**src/rtl/lane_position_fsm.sv**
```systemverilog
// Lane tracker that synchronises and debounces the raw left/right keys, then moves CurrPos by one lane per committed move.
// A raw key edge reaches dbX after 2+DEBOUNCE_CYCLES cycles; a pending move waits in COMMIT until DoneDrawing is high.
module lane_position_fsm #(
   parameter int NUM_LANES       = 4,
   parameter int POS_W           = 4,
   parameter int START_LANE      = 0,
   parameter int DEBOUNCE_CYCLES = 16,
   parameter int REPEAT_DELAY    = 0,
   parameter int REPEAT_RATE     = 8,
   parameter int CNT_W           = 16
) (
   input  logic             Clock,
   input  logic             Reset,
   input  logic             LeftIn,
   input  logic             RightIn,
   input  logic             Enable,
   input  logic             DoneDrawing,
   output logic [POS_W-1:0] CurrPos,
   output logic [POS_W-1:0] PrevPos,
   output logic             Moving,
   output logic             MoveDir,
   output logic             MovePulse
);

   typedef enum logic [2:0] {IDLE, HELD_L, HELD_R, COMMIT, WAIT_REL} stateT;

   localparam logic [POS_W-1:0] LastLane  = POS_W'(NUM_LANES - 1);
   localparam logic [POS_W-1:0] StartPos  = POS_W'(START_LANE);
   localparam logic [CNT_W-1:0] DebLast   = CNT_W'(DEBOUNCE_CYCLES - 1);
   localparam logic [CNT_W-1:0] DelayLast = CNT_W'(REPEAT_DELAY - 1);
   localparam logic [CNT_W-1:0] RateLast  = CNT_W'(REPEAT_RATE - 1);
   localparam bit               RepeatOn  = (REPEAT_DELAY > 0);

   // Index 0 is the left key, index 1 the right key.
   logic [1:0]       syncA;
   logic [1:0]       syncB;
   logic [1:0]       dbKey;
   logic [CNT_W-1:0] dbCnt [2];

   always_ff @(posedge Clock or negedge Reset) begin
      if (!Reset) begin
         syncA <= '0;
         syncB <= '0;
         dbKey <= '0;
         for (int k = 0; k < 2; k++) dbCnt[k] <= '0;
      end else begin
         syncA <= {RightIn, LeftIn};
         syncB <= syncA;
         for (int k = 0; k < 2; k++) begin
            if (syncB[k] == dbKey[k]) begin
               dbCnt[k] <= '0;
            end else if (dbCnt[k] == DebLast) begin
               dbKey[k] <= ~dbKey[k];
               dbCnt[k] <= '0;
            end else begin
               dbCnt[k] <= dbCnt[k] + CNT_W'(1);
            end
         end
      end
   end

   logic             dbL;
   logic             dbR;
   logic             heldKey;
   logic             otherKey;
   logic             targetAtWall;
   logic             repeatHit;
   stateT            state;
   logic [POS_W-1:0] target;
   logic [CNT_W-1:0] rptCnt;
   logic             firstRpt;

   assign dbL          = dbKey[0];
   assign dbR          = dbKey[1];
   assign heldKey      = MoveDir ? dbR : dbL;
   assign otherKey     = MoveDir ? dbL : dbR;
   assign targetAtWall = MoveDir ? (target == LastLane) : (target == '0);
   // The first auto-repeat waits REPEAT_DELAY cycles, later ones REPEAT_RATE.
   assign repeatHit    = RepeatOn && (rptCnt == (firstRpt ? DelayLast : RateLast));

   always_ff @(posedge Clock or negedge Reset) begin
      if (!Reset) begin
         state     <= IDLE;
         CurrPos   <= StartPos;
         PrevPos   <= StartPos;
         target    <= StartPos;
         rptCnt    <= '0;
         firstRpt  <= 1'b0;
         Moving    <= 1'b0;
         MoveDir   <= 1'b0;
         MovePulse <= 1'b0;
      end else begin
         MovePulse <= 1'b0;
         case (state)
            IDLE: begin
               if (Enable && dbR && !dbL && CurrPos != LastLane) begin
                  state    <= HELD_R;
                  MoveDir  <= 1'b1;
                  Moving   <= 1'b1;
                  rptCnt   <= '0;
                  firstRpt <= 1'b1;
               end else if (Enable && dbL && !dbR && CurrPos != '0) begin
                  state    <= HELD_L;
                  MoveDir  <= 1'b0;
                  Moving   <= 1'b1;
                  rptCnt   <= '0;
                  firstRpt <= 1'b1;
               end else if (dbL && dbR) begin
                  state  <= WAIT_REL;
                  Moving <= 1'b1;
               end
            end
            HELD_L, HELD_R: begin
               if (otherKey) begin
                  state <= WAIT_REL;
               end else if (!heldKey || repeatHit) begin
                  state  <= COMMIT;
                  target <= MoveDir ? CurrPos + POS_W'(1) : CurrPos - POS_W'(1);
               end else if (RepeatOn) begin
                  rptCnt <= rptCnt + CNT_W'(1);
               end
            end
            COMMIT: begin
               if (DoneDrawing) begin
                  PrevPos   <= CurrPos;
                  CurrPos   <= target;
                  MovePulse <= 1'b1;
                  if (heldKey && !targetAtWall && RepeatOn) begin
                     state    <= MoveDir ? HELD_R : HELD_L;
                     rptCnt   <= '0;
                     firstRpt <= 1'b0;
                  end else if (heldKey) begin
                     state <= WAIT_REL;
                  end else begin
                     state  <= IDLE;
                     Moving <= 1'b0;
                  end
               end
            end
            WAIT_REL: begin
               if (!dbL && !dbR) begin
                  state  <= IDLE;
                  Moving <= 1'b0;
               end
            end
            default: begin
               state  <= IDLE;
               Moving <= 1'b0;
            end
         endcase
      end
   end

endmodule

```
**config.mk**
```make
export PLATFORM = sky130hd
export DESIGN_NAME = lane_position_fsm
export DESIGN_NICKNAME = d
export VERILOG_FILES = /design/src/rtl/lane_position_fsm.sv
export SDC_FILE = /design/constraint.sdc
export NUM_CORES = 1
export LEC_CHECK = 0
export CORE_ASPECT_RATIO = 2
export CORE_MARGIN = 4
export CORE_UTILIZATION = 45
export DETAILED_ROUTE_END_ITERATION = 8
export GPL_TIMING_DRIVEN = 0
export HOLD_SLACK_MARGIN = 0.12
export PLACE_DENSITY = 0.64
export SYNTH_ARGS = -nofsm -noshare
export SYNTH_HDL_FRONTEND = slang
export SYNTH_SLANG_ARGS = --single-unit
```
**constraint.sdc**
```tcl
create_clock -name Clock -period 2.76 [get_ports Clock]
set_input_delay 0.276 -clock Clock [delete_from_list [all_inputs] [get_ports Clock]]
set_output_delay 0.276 -clock Clock [all_outputs]
set_load 0.1 [all_outputs]
```
# Yosys cells after proc, flatten, opt, wreduce, memory -nomap -nowiden
# Cells that the tools add are included.
# word_totals
ff_bits,56
in_bits,6
output_inout_bits,11
elab_cells,86
# classes
n_addsub,4
eq_ne,14
mux,27
bitwise_logic,7
n_reduce_logical,21
# op_table
cell,n
$mux W16,4
$add A16 B1 Y16 const B,2
$eq A16 B4 Y1 const B,2
$mux W3,8
$mux W1,12
$pmux W3 S4,1
$logic_and A1 B1 Y1,8
$reduce_and A2 Y1,4
$not A1 Y1,7
$eq A3 B2 Y1 const B,2
$ne A2 B2 Y1 const B,3
$reduce_and A5 Y1,1
$add A4 B1 Y4 const B,1
$mux W4,1
$ne A4 B2 Y1 const B,1
$ne A4 B4 Y1 const B,1
$pmux W1 S4,1
$reduce_and A4 Y1,1
$reduce_bool A4 Y1,1
$sub A4 B1 Y4 const B,1
$eq A3 B1 Y1 const B,1
$eq A3 B3 Y1 const B,1
$logic_not A3 Y1,1
$ne A3 B3 Y1 const B,1
other kinds (5),7

# Depth between registers and ports, before layout
# depth
word_depth,6
ltp_mapped,7
mapped_depth_nobuf,6

# Worst setup path after synthesis
# OpenSTA, ideal clock, no wires.
# synth_path
kind,reg-to-reg
startpoint,register MoveDir
endpoint,register target[3]
setup_ps,125
arrival_time_ps,2177
required_time_ps,2635
setup_slack_ps,459
stages_incl_launch_ff,7
n_path_buf,0
synth_period_minus_slack_ps,2301
cell_sequence,dfrtp_1 > inv_1 > ha_1 > a21o_1 > a21oi_1 > xnor2_1 > mux2_2
# synth_via
elab_chain_len,3
word_cells_on_any_way,6
cone_classes,mux: 3; bitwise: 2; reduce/logical: 1
# synth_lines
element,line,source
start: declaration,21,"output logic MoveDir,"
start signal: assignment,90,MoveDir <= 1'b0;
start signal: assignment,98,MoveDir <= 1'b1;
start signal: assignment,104,MoveDir <= 1'b0;
$mux W1 (on tied branches),"76, 75",
$not A1 Y1 (no line),--,
$reduce_and A3 Y1 (no line),--,
end signal: assignment,86,target <= StartPos;
end signal: assignment,118,target <= MoveDir ? CurrPos + POS_W'(1) : CurrPos - POS_W'(1);
end: declaration,69,logic [POS_W-1:0] target;
# Several ways; a longest one is shown, not always the timed one.
# A chain may end at the register's enable or synchronous reset.

# Final worst setup path
# layout_path
startpoint,register CurrPos[0]
endpoint,output CurrPos[0]
# layout_rtl
element,line,source
start: declaration,18,"output logic [POS_W-1:0] CurrPos,"
start signal: assignment,84,CurrPos <= StartPos;
start signal: assignment,126,CurrPos <= target;
# No word-level cell between the ends.

==> results.sh <==
export IMPL_ys_flop_type="dfrtp_1"
export IMPL_core_mm2=0.00581
export IMPL_synth_edf_count=0
export IMPL_crit_path_end_kind="output port"
export IMPL_synth_top_area_frac=0.516
export IMPL_slew_headroom=0.344
export IMPL_final_core_util=0.541
export IMPL_dieArea_mm2=0.00742
export IMPL_synth_avg_cell_area_um2=10.6
export IMPL_firstDrtPassIters=4
export IMPL_critPathKind="reg -> out"
export IMPL_root_buffer="clkbuf_16"
export IMPL_start_kind="flop"
export IMPL_fp_dieW_um=62.9
export IMPL_crit_family="buffers and inverters"
export IMPL_dp_slack_ps=759
export IMPL_wl_mm=5.06
export IMPL_crit_path_max_fanout=8
export IMPL_ir_drop_v=0.000706
export IMPL_grt_max_degree=40
export IMPL_tightest_slew_ps=981
export IMPL_fin_area_mm2=0.00314
export IMPL_layout_drive_gt1_share=0.131
export IMPL_maxSlewViolCount=0
export IMPL_synthArstFlopShare=1.00
export IMPL_synth_warnings=0
export IMPL_io_pin_count=17
export IMPL_vias_per_cell=5.56
export IMPL_fin_setup_tns_ps=0
export IMPL_path_buf_inv=1
export IMPL_placed_cells=335
export IMPL_dp_hpwl_mm=3.77
export IMPL_total_power_mw=3.00
export IMPL_synthTopCellsByCount="56 x dfrtp_1, 33 x nor2_1, 23 x nand2_1, 21 x xnor2_1"
export IMPL_period_needed_ps=2320
export IMPL_drc=0
export IMPL_final_cells=344
export IMPL_setup_viol=0
export IMPL_grt_overflow=0
export IMPL_rsz0062_at_grt="no"
export IMPL_rows=39
export IMPL_ys_types=42
export IMPL_grt_antenna_before_repair=0
export IMPL_avgRoutedWirePerCell_um=14.7
export IMPL_cp_slowest_cell="clkdlybuf4s50_1"
export IMPL_finalCritPeriodShare=0.839
export IMPL_areaGrowthSynthToFinish_pct=15.7
export IMPL_synthTopCellsByArea="dfrtp_1 52%, xnor2_1 6.8%, nor2_1 4.6%, mux2_2 4.1%, nand2_1 3.2%"
export IMPL_syn_area_mm2=0.00272
export IMPL_cts_tree="built"
export IMPL_synth_seq_area_share=0.516
export IMPL_die_h_um=118
export IMPL_syn_nets=268
export IMPL_finalHoldViolCount=0
export IMPL_ys_ff_latch=56
export IMPL_nNetsFinal=293
export IMPL_grtUsageTotal=0.155
export IMPL_cp_arrival_ps=2040
export IMPL_worstPathCellList="clkdlybuf4s50_1"
export IMPL_start_util=0.468
export IMPL_clk_pin_slew_ps=70
export IMPL_fillers=518
export IMPL_maxCapViolations=0
export IMPL_antennaDiodeCount=0
export IMPL_grt_pass1_wl_mm=9.20
export IMPL_grt_pass1_vias=2048
export IMPL_placed_area_mm2=0.00297
export IMPL_clock_skew_ps=3.81
export IMPL_place_gp_congestion=0.798
export IMPL_p_leak_nw=1.37
export IMPL_setup_ws_ps=443
export IMPL_h_tree_depth=2
export IMPL_synth_cells=257
export IMPL_power_density_mw_per_mm2=955
export IMPL_slowest_delay_ps=1200
export IMPL_cts_num_sinks=56
export IMPL_yosysTopAreaCell="dfrtp_1"
export IMPL_hold_ws_ps=353
export IMPL_insertion_delay_ps=290
export IMPL_cts_path_max_buffers=2
export IMPL_status="completed"
export IMPL_vias=1913
export IMPL_numCtsBuffers=5
export IMPL_io_buffer_count=16
export IMPL_worst_ep_required_time_ps=2480
export IMPL_yosysMostFrequentCell="dfrtp_1"
export IMPL_fmax_mhz=432
export IMPL_hold_path_class="reg -> reg"
export IMPL_ant_nets=0
export IMPL_drt_initial_drc_count=60
[cells by family (layout without fill, tap and decap cells)]
kind of cell	Yosys count	count (layout)	synth area share
fa+ha+maj	5	5	0.0258
flops	56	56	0.516
simple gates	111	111	0.221
compound gates	26	26	0.0604
xor+xnor	29	29	0.0936
buf+inv	18	44	0.0346
mux	12	12	0.0488
[flip-flops by register name (all words and copies together) (netlist names)]
name and cells:
dbCnt 32, CurrPos 4, PrevPos 4, target 4
state 3, dbKey 2, syncA 2, syncB 2
MoveDir 1, MovePulse 1, Moving 1
[final cells by class]
class	instances	area, um^2	share of cell area
buffer	8	56.3	0.0179
clock inverter	2	35.0	0.0112
clock buffer	6	129	0.0410
inverter	10	37.5	0.0120
multi-input combinational	183	1220	0.388
timing repair buffer	18	185	0.0590
tap	61	76.3	0.0243
sequential	56	1400	0.446
[cells in the final DEF (no fill, tap or decap), drive strengths merged, types with 2 or more instances in the layout]
cell type / Yosys / final
dfrtp: 56 / 56
nor2: 33 / 33
nand2: 23 / 23
xnor2: 21 / 21
clkdlybuf4s50: 0 / 15
inv: 10 / 10
mux2: 10 / 10
nand3: 10 / 10
buf: 8 / 10
nor3: 9 / 9
nor4: 9 / 9
xor2: 8 / 8
a21oi: 8 / 8
o21ai: 8 / 8
or3: 7 / 7
and3: 7 / 7
nand4: 7 / 7
clkbuf: 0 / 6
ha: 4 / 4
a31oi: 2 / 2
nor2b: 2 / 2
mux2i: 2 / 2
a2bb2oi: 2 / 2
o211ai: 2 / 2
[layer usage]
metal	vias up	wire length (um)	GRT usage
met4	0	152	0.0788
met5	-	0	0
met3	12	117	0.0306
li1	929	-	-
met1	940	1960	0.167
met2	32	2830	0.280
[final timing paths]
path	startpoint	cells after the start	slack, ps	end
worst max-delay path	CurrPos[0]$_DFFE_PN0P_	1	440	CurrPos[0]
worst min-delay path	syncA[0]$_DFF_PN0_	0	350	syncB[0]$_DFF_PN0_
worst max register to register	dbCnt[20]$_DFF_PN0_	6	1030	dbCnt[28]$_DFF_PN0_
worst min register to register	syncA[0]$_DFF_PN0_	0	350	syncB[0]$_DFF_PN0_
max in group asynchronous	Reset	3	1760	target[2]$_DFFE_PN0P_
min in group asynchronous	Reset	2	450	dbCnt[31]$_DFF_PN0_
[what timing repair did]
item / CTS / global route
hold buffers: 1 / 0
setup buffers: 0 / 0
resized for setup: 0 / 0
endpoints found under the hold margin: 17 / 0
[power breakdown]
group          switching, mW  internal [mW]
sequential             0.118          0.952
combinational          0.812          0.407
clock                  0.283          0.427
Note: power is estimated with default switching activity, not from simulation.
